**config.mk**
```make
export PLATFORM = sky130hd
export DESIGN_NAME = bcd_countdown_timer
export DESIGN_NICKNAME = d
export VERILOG_FILES = /design/src/rtl/bcd_timer_pkg.sv /design/src/rtl/bcd_down_digit.sv /design/src/rtl/bcd_countdown_timer.sv
export SDC_FILE = /design/constraint.sdc
export NUM_CORES = 1
export LEC_CHECK = 0
export BUFFER_PORTS_ARGS = -buffer_cell sky130_fd_sc_hd__buf_2
export CAP_MARGIN = 20
export CORE_MARGIN = 2
export CORE_UTILIZATION = 30
export DETAILED_ROUTE_END_ITERATION = 7
export PLACE_DENSITY = 0.56
export SETUP_SLACK_MARGIN = 0.02
export SYNTH_ARGS = -nofsm -noshare
export SYNTH_HDL_FRONTEND = slang
export SYNTH_SLANG_ARGS = --single-unit
```
**constraint.sdc**
```tcl
create_clock -name clk -period 2 [get_ports clk]
set_input_delay 0.3 -clock clk [delete_from_list [all_inputs] [get_ports clk]]
set_output_delay 0.3 -clock clk [all_outputs]
set_load 0.05 [all_outputs]
```
**src/rtl/bcd_timer_pkg.sv**
```systemverilog
// Shared types and constants for the BCD countdown timer.
// Used by bcd_down_digit and bcd_countdown_timer.
package bcd_timer_pkg;

  typedef logic [3:0] bcd_digit_t;

  localparam bcd_digit_t BCD_MAX  = 4'd9;
  localparam bcd_digit_t BCD_ZERO = 4'd0;

  typedef enum logic [1:0] {
    IDLE = 2'd0,
    RUN  = 2'd1,
    HOLD = 2'd2,
    DONE = 2'd3
  } timer_state_e;

  // A non-decimal nibble is treated as the largest legal digit.
  function automatic bcd_digit_t bcd_sanitize(input bcd_digit_t d);
    return (d > BCD_MAX) ? BCD_MAX : d;
  endfunction

endpackage

```
**src/rtl/bcd_down_digit.sv**
```systemverilog
// Single BCD digit decrementer with a borrow chain.
// The zero flag reports the value this digit produces.
module bcd_down_digit
  import bcd_timer_pkg::*;
(
  input  bcd_digit_t i_digit,
  input  logic       i_borrow,
  output bcd_digit_t o_digit,
  output logic       o_borrow,
  output logic       o_zero
);

  always_comb begin
    o_digit  = i_digit;
    o_borrow = 1'b0;
    if (i_borrow) begin
      if (i_digit == BCD_ZERO) begin
        o_digit  = BCD_MAX;
        o_borrow = 1'b1;
      end else begin
        o_digit = i_digit - 4'd1;
      end
    end
    o_zero = (o_digit == BCD_ZERO);
  end

endmodule

```
**src/rtl/bcd_countdown_timer.sv**
```systemverilog
// Multi-digit BCD countdown timer: load, start/pause/resume, one-cycle done pulse.
// Optional BCD_COUNTDOWN_AUTO_RELOAD_EN reloads the preset on reaching zero.
module bcd_countdown_timer
  import bcd_timer_pkg::*;
#(
  parameter int unsigned DIGITS = 2
) (
  input  logic                  clk,
  input  logic                  reset,
  input  logic                  load,
  input  logic [4*DIGITS-1:0]   load_val,
  input  logic                  start,
  input  logic                  pause,
  input  logic                  tick_en,
  output logic [4*DIGITS-1:0]   count,
  output logic                  running,
  output logic                  done
);

  localparam int unsigned CW = 4 * DIGITS;

  timer_state_e    r_state;
  timer_state_e    w_state_nxt;
  logic [CW-1:0]   r_count;
  logic [CW-1:0]   r_reload;
  logic            r_running;
  logic            r_done;

  logic [CW-1:0]   w_count_nxt;
  logic [CW-1:0]   w_reload_nxt;
  logic            w_running_nxt;
  logic            w_done_nxt;

  logic [CW-1:0]   w_load_san;
  logic [CW-1:0]   w_dec;
  logic [DIGITS:0] w_borrow;
  logic [DIGITS-1:0] w_zero;
  logic            w_count_zero;
  logic            w_dec_zero;
  logic            w_reload_zero;
  logic            w_tick_run;

  always_comb begin
    w_load_san = '0;
    for (int i = 0; i < int'(DIGITS); i++) begin
      w_load_san[4*i +: 4] = bcd_sanitize(load_val[4*i +: 4]);
    end
  end

  // Ripple-borrow decrement chain; the LSD always receives a borrow.
  assign w_borrow[0] = 1'b1;

  for (genvar gi = 0; gi < int'(DIGITS); gi++) begin : g_digit
    bcd_down_digit u_digit (
      .i_digit  (r_count[4*gi +: 4]),
      .i_borrow (w_borrow[gi]),
      .o_digit  (w_dec[4*gi +: 4]),
      .o_borrow (w_borrow[gi+1]),
      .o_zero   (w_zero[gi])
    );
  end

  assign w_count_zero  = (r_count == '0);
  assign w_reload_zero = (r_reload == '0);
  // A borrow out of the MSD means the count wrapped from zero, not that it reached zero.
  assign w_dec_zero    = (&w_zero) & ~w_borrow[DIGITS];
  assign w_tick_run    = ~pause & tick_en;

  // State register
  always_ff @(posedge clk or negedge reset) begin
    if (!reset) begin
      r_state <= IDLE;
    end else begin
      r_state <= w_state_nxt;
    end
  end

  // Next-state logic
  always_comb begin
    w_state_nxt = r_state;
    if (load) begin
      w_state_nxt = IDLE;
    end else begin
      case (r_state)
        IDLE: begin
          if (!pause && start) begin
            w_state_nxt = w_count_zero ? DONE : RUN;
          end
        end
        RUN: begin
          if (pause) begin
            w_state_nxt = HOLD;
          end else if (tick_en && w_dec_zero) begin
`ifdef BCD_COUNTDOWN_AUTO_RELOAD_EN
            w_state_nxt = w_reload_zero ? DONE : RUN;
`else
            w_state_nxt = DONE;
`endif
          end
        end
        HOLD: begin
          if (!pause && start) begin
            w_state_nxt = RUN;
          end
        end
        DONE: w_state_nxt = DONE;
        default: w_state_nxt = IDLE;
      endcase
    end
  end

  // Output / datapath next values
  always_comb begin
    w_count_nxt  = r_count;
    w_reload_nxt = r_reload;
    w_done_nxt   = 1'b0;
    if (load) begin
      w_count_nxt  = w_load_san;
      w_reload_nxt = w_load_san;
    end else begin
      case (r_state)
        IDLE: begin
          if (!pause && start && w_count_zero) begin
            w_done_nxt = 1'b1;
          end
        end
        RUN: begin
          if (w_tick_run) begin
            w_count_nxt = w_dec;
            if (w_dec_zero) begin
              w_done_nxt = 1'b1;
`ifdef BCD_COUNTDOWN_AUTO_RELOAD_EN
              if (!w_reload_zero) begin
                w_count_nxt = r_reload;
              end
`endif
            end
          end
        end
        default: ;
      endcase
    end
    w_running_nxt = (w_state_nxt == RUN);
  end

  always_ff @(posedge clk or negedge reset) begin
    if (!reset) begin
      r_count   <= '0;
      r_reload  <= '0;
      r_running <= 1'b0;
      r_done    <= 1'b0;
    end else begin
      r_count   <= w_count_nxt;
      r_reload  <= w_reload_nxt;
      r_running <= w_running_nxt;
      r_done    <= w_done_nxt;
    end
  end

`ifndef BCD_COUNTDOWN_AUTO_RELOAD_EN
  // Reload register only feeds the auto-reload path; keep it observable for lint.
  logic w_reload_unused;
  assign w_reload_unused = w_reload_zero;
`endif

  assign count   = r_count;
  assign running = r_running;
  assign done    = r_done;

endmodule
```
==> flow_summary.yaml <==
detailed_routing:
  post_drt_via_cell_ratio: 5.19
  drt_first_pass_iters: 4
  initialDrtViolationCount: 11
  drc_errors: 0
  postRouteAntennaNets: 0
  wl_per_cell_um: 12.1
  detail_route.wirelength_um: 1570
  dr_total_vias: 675
synthesis:
  synth_sequential_area_ratio: 0.417
  async_flop_share: 1.00
  synth-main-ff-cell: "dfrtp_1"
  post_synth_num_cell_types: 39
  avgSynthCellArea_sq_um: 9.36
  syn-instance-count: 77
  synth.cell_area_sq_um: 721
  synth_fp_nets: 91
  yosys_register_bits: 12
  number_of_enable_type_register_cells_in_the_synthesized_netlist: 0
  ys_warn_count: 0
clock_network:
  cts_made_buffers: 3
  clock_sink_count: 12
  clock_tree.root_cell: "clkbuf_4"
  cts_tree: "built"
  cts_max_path_buffers: 2
  clock_latency_ps: 270
  cts.repair_timing.setup_buffer_count: 0
  clk_transition_reported_paths_ps: 80
  cts-htree-levels: 1
layout:
  filler_cell_count: 229
  layout-area-overhead-vs-synth_pct: 25.0
  antenna-diode-count: 0
  multiInputGateArea_sq_um: 389
  fin_nets: 117
  area.sequential_sq_um: 300
  final_util: 0.403
  drive_above_1_share: 0.294
setup_path:
  critical_path_arrival_ps: 1890
  critPathRequiredTime_ps: 2220
  cells_traversed_along_the_worst_timing_path: "nand4bb_1 -> or4_1 -> a21oi_1 -> a21o_1"
  slowest_cp_cell: "or4_1"
  startpoint_type: "flip-flop"
  critical_path.endpoint_type: "flip-flop"
  timing.setup.critical_path_class: "reg2reg"
  slowest_delay_ps: 510
  worst_r2r_path_depth: 4
  worst-path-max-fanout: 9
pwr:
  internal_power_uw: 425
  pwr-share-seq: 0.450
  net_switching_fraction_of_the_power: 0.347
  vdd_drop_max_uv: 469
  totalPowerFinal_uw: 652
  power_switching_uw: 226
  power.combinational.fraction: 0.252
  pwr-share-clk: 0.298
  power_leakage_nw: 0.396
  cellPowerDensity_nw_per_um2: 723
sta:
  setup_total_negative_slack_ps: 0
  drv_slew: 0
  achievable_frequency_ghz: 0.600
  worst_pin_slew_ps: 414
  max_slew_margin: 0.722
  setup_viol: 0
  min_period_over_period: 0.834
  worst_slack_ps: 332
  timing.final.crit_period_ps: 1670
  timing_hold_violations_final: 0
  skew_ps: 7.64
  fin_hold_ws_ps: 223
  rsz0062_at_grt: "no"
place:
  dpl_ws_ps: 353
  place.gp.congestion: 0.723
  detailed_place_hpwl_um: 1180
  port_buffers: 23
grt:
  grt_first_pass_wirelength_um: 2530
  antenna_found_initial: 0
  gr-usage-all-layers: 0.129
  grt_overflow: 0
  via_count_of_the_first_global_routing_pass: 585
  largest_net_degree_at_the_start_of_global_routing: 15
floorplanning:
  horiz_die_dim_um: 53.0
  floorplan.rows: 17
  ios: 24
  start_util: 0.323
  floorplan.die_area_sq_um: 2810
  fp.dieH_um: 53.0
  core_sq_um: 2230
flow_run:
  maxCapViolCount: 0
hold_path:
  hold_path_class: "in2reg"
  hold-path-cell-count: 2
outcome:
  outcome: "completed"
[cell usage after synthesis (2+ instances only)]
library cell,number,area [sq um]
a21oi_1,3,15.0
dfrtp_1,12,300
inv_1,4,15.0
nand2_1,4,15.0
nand3_1,3,15.0
nand3b_1,2,15.0
nor2_1,4,15.0
o21a_1,2,15.0
o21ai_0,9,45.0
o21ai_1,3,15.0
xnor2_1,3,26.3
[final timing paths]
check	startpoint	endpoint	slack, ps
setup / recovery	r_state[1]	count[1]	330
hold / removal	pause	done	220
setup reg to reg	r_state[1]	count[1]	330
hold reg to reg	r_state[1]	done	530
max in group asynchronous	reset	count[4]	1340
min in group asynchronous	reset	count[0]	430
[cell families after synthesis]
group                     after synthesis  synth area share
xor gates and xnor gates                4            0.0486
and+or+nand+nor                        30             0.286
DFF                                    12             0.417
buffers and inverters                   7            0.0434
AOI/OAI and AO/OA                      24             0.205
[cells in the final DEF (no fill, tap or decap), types with 2 or more instances in the layout]
cell type / Yosys / routed
xnor2_1: 3 / 3
nor2_1: 4 / 4
inv_1: 4 / 4
o21ai_0: 9 / 9
o21ai_1: 3 / 3
nand2_1: 4 / 4
nand3_1: 3 / 3
dfrtp_1: 12 / 12
clkbuf_4: 0 / 3
a21oi_1: 3 / 3
buf_2: 1 / 23
o21a_1: 2 / 2
nand3b_1: 2 / 2
[worst max-delay path, delay by kind of cell (launching register included)]
| kind | cells | cell delay (ps) |
|---|---|---|
| compound gates | 2 | 250 |
| flops | 1 | 430 |
| simple gates | 2 | 940 |
[state kept, by name, indices dropped and copies added (netlist names)]
| name | cells |
|---|---|
| count | 8 |
| r_state | 2 |
| done | 1 |
| running | 1 |
[final cells by class]
cell class,instances,share of cell area
tap,28,0.0389
clock buffer,4,0.0403
sequential,12,0.333
timing repair buffer,24,0.139
inverter,4,0.0167
multi-input combinational,58,0.432
[what timing repair did]
action                    4_1_cts  5_1_grt
resized for setup               0        0
hold endpoints to repair       12        0
hold buffers                    1        0
[through the flow]
stage                     instances  area (sq um)
after floorplan                  77           721
after global placement          125           855
after detailed placement        125           855
after CTS                       130           901
after global routing            130           901
final                           130           901
[power by group through the flow]
| stage | Clock [mW] | Sequential (mW) | Combinational [mW] |
|---|---|---|---|
| after detailed placement | 0 | 0.298 | 0.164 |
| final | 0.194 | 0.293 | 0.164 |
| after CTS | 0.205 | 0.293 | 0.166 |
| after floorplan | 0 | 0.347 | 0.0632 |
| after global routing | 0.221 | 0.298 | 0.178 |
| after global placement | 0 | 0.298 | 0.163 |
[layer usage]
layer	share of wire	track usage	up-vias
li1	-	-	340
met1	0.51	0.158	311
met4	0.0095	0.0513	0
met3	0.069	0.0508	2
met5	0	0	-
met2	0.41	0.202	22
(Power assumes the default switching activity.)
